<file path="src/rtl/fetch_warp_sched.sv">
// Per-core warp fetch scheduler: per-warp PC/mask/lifecycle state plus a round-robin pick
// into a registered valid/ready request. Define FETCH_SCHED_PERF_EN to build the perf counters.
module fetch_warp_sched #(
  parameter int NUM_WARPS   = 4,
  parameter int NUM_THREADS = 4,
  parameter int XLEN        = 32,
  parameter int UUID_WIDTH  = 16,
  parameter int NW_WIDTH    = (NUM_WARPS > 1) ? $clog2(NUM_WARPS) : 1
) (
  input  logic                   clk,
  input  logic                   reset,
  input  logic                   spawn_valid,
  input  logic [NW_WIDTH-1:0]    spawn_wid,
  input  logic [XLEN-1:0]        spawn_pc,
  input  logic [NUM_THREADS-1:0] spawn_tmask,
  input  logic                   unlock_valid,
  input  logic [NW_WIDTH-1:0]    unlock_wid,
  input  logic                   unlock_redirect,
  input  logic [XLEN-1:0]        unlock_pc,
  input  logic                   unlock_tmask_en,
  input  logic [NUM_THREADS-1:0] unlock_tmask,
  output logic                   sched_valid,
  input  logic                   sched_ready,
  output logic [NW_WIDTH-1:0]    sched_wid,
  output logic [XLEN-1:0]        sched_pc,
  output logic [NUM_THREADS-1:0] sched_tmask,
  output logic [UUID_WIDTH-1:0]  sched_uuid,
  output logic [NUM_WARPS-1:0]   active_warps,
  output logic                   busy,
  output logic [31:0]            perf_idle_cycles,
  output logic [31:0]            perf_stall_cycles
);

  logic [NUM_WARPS-1:0]   active_q;
  logic [NUM_WARPS-1:0]   inflight_q;
  logic [XLEN-1:0]        pc_q    [NUM_WARPS];
  logic [NUM_THREADS-1:0] tmask_q [NUM_WARPS];
  logic [NW_WIDTH-1:0]    rr_ptr_q;
  logic [UUID_WIDTH-1:0]  uuid_ctr_q;

  logic [NUM_WARPS-1:0]   eligible;
  logic [NW_WIDTH-1:0]    cand;
  logic [NW_WIDTH-1:0]    pick_wid;
  logic                   pick_found;
  logic                   load_en;
  logic                   do_load;
  logic                   unlock_ok;
  logic                   unlock_kill;
  logic                   spawn_ok;

  assign eligible = active_q & ~inflight_q;

  // Round-robin search starting one past the last loaded warp; the index wraps naturally
  // because NUM_WARPS is a power of two.
  always_comb begin
    // NOTE: every variable gets a default before the loop so no path leaves it unassigned (no latch).
    pick_found = 1'b0;
    pick_wid   = '0;
    cand       = '0;
    for (int i = 1; i <= NUM_WARPS; i++) begin
      cand = rr_ptr_q + NW_WIDTH'(i);
      if (!pick_found && eligible[cand]) begin
        pick_found = 1'b1;
        pick_wid   = cand;
      end
    end
  end

  assign load_en = !sched_valid || sched_ready;
  assign do_load = load_en && pick_found;

  // The warp sitting in the output register has not reached decode yet, so it cannot be released.
  assign unlock_ok   = unlock_valid && active_q[unlock_wid] && inflight_q[unlock_wid] &&
                       !(sched_valid && (sched_wid == unlock_wid));
  assign unlock_kill = unlock_ok && unlock_tmask_en && (unlock_tmask == '0);
  assign spawn_ok    = spawn_valid && (spawn_tmask != '0) &&
                       (!active_q[spawn_wid] || (unlock_kill && (unlock_wid == spawn_wid)));

  // Statement order encodes priority: unlock, then spawn (respawn after terminate), then load.
  always_ff @(posedge clk) begin
    if (!reset) begin
      active_q   <= '0;
      inflight_q <= '0;
      // NOTE: per-warp PC/mask live in flops, not a RAM, so they are cleared to keep X off the payload.
      for (int w = 0; w < NUM_WARPS; w++) begin
        pc_q[w]    <= '0;
        tmask_q[w] <= '0;
      end
    end else begin
      if (unlock_ok) begin
        inflight_q[unlock_wid] <= 1'b0;
        if (unlock_redirect) pc_q[unlock_wid] <= unlock_pc;
        if (unlock_tmask_en) tmask_q[unlock_wid] <= unlock_tmask;
        if (unlock_kill)     active_q[unlock_wid] <= 1'b0;
      end
      if (spawn_ok) begin
        active_q[spawn_wid]   <= 1'b1;
        inflight_q[spawn_wid] <= 1'b0;
        pc_q[spawn_wid]       <= spawn_pc;
        tmask_q[spawn_wid]    <= spawn_tmask;
      end
      if (do_load) begin
        inflight_q[pick_wid] <= 1'b1;
        pc_q[pick_wid]       <= pc_q[pick_wid] + XLEN'(4);
      end
    end
  end

  always_ff @(posedge clk) begin
    if (!reset) begin
      // NOTE: sequential state uses non-blocking assignments so every flop samples pre-edge values.
      sched_valid <= 1'b0;
      sched_wid   <= '0;
      sched_pc    <= '0;
      sched_tmask <= '0;
      sched_uuid  <= '0;
      rr_ptr_q    <= NW_WIDTH'(NUM_WARPS - 1);
      uuid_ctr_q  <= '0;
    end else if (load_en) begin
      sched_valid <= pick_found;
      if (pick_found) begin
        sched_wid   <= pick_wid;
        sched_pc    <= pc_q[pick_wid];
        sched_tmask <= tmask_q[pick_wid];
        sched_uuid  <= uuid_ctr_q;
        rr_ptr_q    <= pick_wid;
        uuid_ctr_q  <= uuid_ctr_q + UUID_WIDTH'(1);
      end
    end
  end

  assign active_warps = active_q;
  assign busy         = (|active_q) || sched_valid;

`ifdef FETCH_SCHED_PERF_EN
  logic [31:0] idle_q;
  logic [31:0] stall_q;

  // Saturating counters: they stick at all-ones rather than wrap.
  always_ff @(posedge clk) begin
    if (!reset) begin
      idle_q  <= '0;
      stall_q <= '0;
    end else begin
      if ((active_q == '0) && (idle_q != '1))
        idle_q <= idle_q + 32'd1;
      if (sched_valid && !sched_ready && (stall_q != '1))
        stall_q <= stall_q + 32'd1;
    end
  end

  assign perf_idle_cycles  = idle_q;
  assign perf_stall_cycles = stall_q;
`else
  assign perf_idle_cycles  = '0;
  assign perf_stall_cycles = '0;
`endif

endmodule

</file>
<file path="config.mk">
export PLATFORM = sky130hd
export DESIGN_NAME = fetch_warp_sched
export DESIGN_NICKNAME = d
export VERILOG_FILES = /design/src/rtl/fetch_warp_sched.sv
export SDC_FILE = /design/constraint.sdc
export NUM_CORES = 1
export LEC_CHECK = 0
export ABC_AREA = 1
export BUFFER_PORTS_ARGS = -buffer_cell sky130_fd_sc_hd__buf_2
export CAP_MARGIN = 30
export CORE_MARGIN = 2
export CORE_UTILIZATION = 25
export CTS_CLUSTER_DIAMETER = 100
export DETAILED_ROUTE_END_ITERATION = 12
export SYNTH_ARGS = -nofsm -noshare
export SYNTH_HDL_FRONTEND = slang
export SYNTH_SLANG_ARGS = --single-unit
</file>
<file path="constraint.sdc">
create_clock -name clk -period 4.4 [get_ports clk]
set_input_delay 0.22 -clock clk [delete_from_list [all_inputs] [get_ports clk]]
set_output_delay 0.22 -clock clk [all_outputs]
set_load 0.05 [all_outputs]
</file>
==> results.md <==
- Status: finished, final reports clean
- Switching part of the total: 0.5394
- Core Area: 56600 sq um
- Worst-path cell chain: inv_2 -> nand3_1 -> nand3_1 -> nand2_2 -> and2_1 -> nand3_1 -> nand2_1 -> nand2_2 -> inv_2 -> nand2_1 -> nand2_1 -> ha_1 -> nand3_2 -> nor2_2 -> inv_1 -> nor2_1 -> nand2_1 -> nor2_1 -> nand2_1 -> nand3_1 -> nand2_1
- Final Max Slew Viols: 0
- Tmin final: 3777 ps
- Worst path top cell family by delay: simple AND/OR/NAND/NOR gates
- Vias in the first global route: 12770
- CP dominant cell by count: nand2_1
- PostCTS Resize Cnt: 0
- I/O pin count: 207
- Final hold violations: 0
- Mapped Avg Cell Area: 7.102 sq um
- Required @ worst endpoint: 4700 ps
- Slowest stage cell, crit path: dfxtp_1
- CTS tree: done
- Setup TNS: 0 ps
- Nets: 2213
- RSZ-0062 raised after global routing: false
- Chip Height: 243.6 um
- Longest Clk Path Bufs: 3
- Wire per inst: 17.80 um
- Reg area: 5946 sq um
- Post-route design area: 16510 sq um
- Worst skew pair latency: 550 ps
- Top FF cell, synth: edfxtp_1
- Final core occ: 0.2916
- Max stage delay on crit path: 470 ps
- Hold_ws: 7.375 ps
- Part of the power in the clock network: 0.159
- Detail Placement HPWL: 35.19 mm
- First-pass GRT wire length: 77.37 mm
- Power Internal: 6.344 mW
- Async S/R FF share, synth: 0
- Critical path class: reg -> reg
- Leakage power figure: 7.519 nW
- Synthesis-to-finish area growth: 15.00%
- Area share of the largest cell type after synthesis: 0.3013
- Synth area leader: edfxtp_1
- RD Place Congestion: 0.8924
- Area of the multi-input gates: 6825 sq um
- Fmax: 264.8 MHz
- Switching power: 7.428 mW
- Share of cells above drive strength 1: 0.1337
- Reg power frac: 0.237
- Initial antenna violation count: 11
- PortBufs: 142
- Synth Instances: 2021
- Aggregate global routing overflow: 0
- Cells after DPL: 2853
- Maximum VDD drop: 0.4201 mV
- CTS Buf Count: 25
- Area after DPL: 15620 sq um
- Pwr dens: 834.4 nW/um^2
- DRT antenna net count: 0
- Htree depth: 1
- Sequential share of the synthesized area: 0.4143
- Post-CTS Hold Buffers: 4
- Worst relative slew slack: 0.4450
- Full die area: 59340 sq um
- WP data arrival: 4080 ps
- Number of synthesized flops with an enable pin: 144
- Post-synth top cells: nand2_1, inv_1, o21ai_0, nand3_1, edfxtp_1
- Largest cells by area after synthesis: edfxtp_1, nand2_1, dfxtp_1
- DRT Pass-1 Iters: 7
- Hold Path Class: in -> reg
- Worst path bufs/invs: 3
- Chip width: 243.6 um
- Worst setup SP type: flip-flop
- Combinational share of power: 0.604
- Final setup fails: 0
- Largest net degree at the start of global routing: 105
- Starting density of the core: 0.2536
- Routed via count: 13660
- Yosys reg bits: 225
- Fin Clk Skew: 10.81 ps
- DR DRC count: 0
- Unique cell type count in the Yosys netlist: 46
- Fin cells: 2906
- Syn Std Cell Area: 14350 sq um
- Crit end category: flip-flop
- Row count: 87
- Max-cap violation count: 0
- Period utilisation layout: 0.8584
- Crit-path max FO: 13
- Post-CTS Setup Bufs: 0
- Slew @ Worst Pin: 831.7 ps
- Syn. warnings: 0
- Clock transition at path regs: 60 ps
- Drt initial violations: 1309
- Via density: 4.702
- CTS sink cnt: 225
- Filler cell count: 6237
- Final WL: 51.73 mm
- Most instantiated library cell after synthesis: nand2_1
- GRT Util Overall: 0.1692
- CTS root buffer: clkbuf_16
area by class of cell:
cell class,instances,area share
Timing Repair Buffer,182,0.06413
Clock inverter,11,0.008111
Antenna cell,4,0.0006064
Multi-Input combinational cell,1458,0.4135
Tap cell,756,0.05731
Inverter,236,0.05374
Clock buffer,34,0.04237
Sequential cell,225,0.3602
worst reg2reg max path, cell delays in order (launching register included):
cell and delay (ps):
dfxtp_1 470, inv_2 160, nand3_1 170, nand3_1 110
nand2_2 110, and2_1 150, nand3_1 70, nand2_1 80
nand2_2 140, inv_2 270, nand2_1 90, nand2_1 160
ha_1 210, nand3_2 170, nor2_2 280, inv_1 70
nor2_1 270, nand2_1 160, nor2_1 110, nand2_1 110
nand3_1 90, nand2_1 60
layer usage:
layer / GRT usage / wire [um] / vias up
li1: - / - / 6734
met1: 0.2098 / 21360 / 6255
met2: 0.2893 / 24610 / 547
met3: 0.02941 / 3749 / 113
met4: 0.07030 / 1931 / 14
met5: 0 / 84 / -
registers in the layout (all words and copies together), names as in the netlist:
| signal | count |
|---|---|
| sched_wid | 2 |
| sched_tmask | 4 |
| tmask_q | 16 |
| sched_valid | 1 |
| rr_ptr_q | 2 |
| sched_uuid | 16 |
| inflight_q | 4 |
| uuid_ctr_q | 16 |
| active_warps | 4 |
| pc_q | 128 |
| sched_pc | 32 |
placed cells by master (no fill, tap or decap), types with 5 or more instances in the layout:
cell type  netlist  final
nor2_4           4      5
inv_2            6      6
buf_2           15    142
inv_1          229    228
nand2_1        582    582
clkinv_2         0      6
nand3_2          8     10
clkbuf_1        69      5
nor2_1         141    137
edfxtp_1       144    144
nand2_2         15     15
nand3_1        195    193
nand4_1         11     11
o21ai_1          6      6
a21oi_1         75     75
nand3b_1        31     31
nor2_2          19     22
a22oi_1          7      7
o211ai_1        31     31
xor2_1          12     12
o22ai_1         12     12
conb_1           1     64
a31oi_1         10     10
clkbuf_16        0     25
dfxtp_1         81     81
buf_4           69     33
nor3_1           8      8
o21ai_0        199    199
power by group through the flow:
stage	sequential, mW	clock [mW]	combinational [mW]
after floorplan	3.85	0	5.36
after global placement	3.31	0	8.22
after detailed placement	3.31	0	8.23
after CTS	3.27	2.21	8.28
after global routing	3.33	2.29	9.13
final	3.27	2.19	8.32
cells by family (layout without fill, tap and decap cells):
family,count (synthesis),after routing,synth area share
other,1,68,0.0002613
AO/OA/AOI/OAI,355,355,0.1358
flip-flops,225,225,0.4143
AND/OR/NAND/NOR,1023,1023,0.3099
adder cells (fa/ha/maj),2,2,0.001743
buffers and inverters,401,463,0.1284
XOR/XNOR,14,14,0.009589
through the flow:
stage               total power, mW  setup slack (ps)
finish                        13.77             623.1
global route                  14.76             299.1
CTS                           13.76             692.2
detailed placement            11.54             738.3
global placement              11.53             793.0
floorplan                     9.217             475.7
path summary, 6_finish.rpt:
| kind | slack, ps | cells past startpoint | start | end |
|---|---|---|---|---|
| worst max-delay path | 620 | 21 | rr_ptr_q[0] | pc_q[2][22] |
| worst min-delay path | 7 | 3 | spawn_pc[23] | pc_q[2][23] |
| worst max register to register | 620 | 21 | rr_ptr_q[0] | pc_q[2][22] |
| worst min register to register | 450 | 1 | uuid_ctr_q[14] | uuid_ctr_q[14] |
Power figures use the tool's default switching activity.
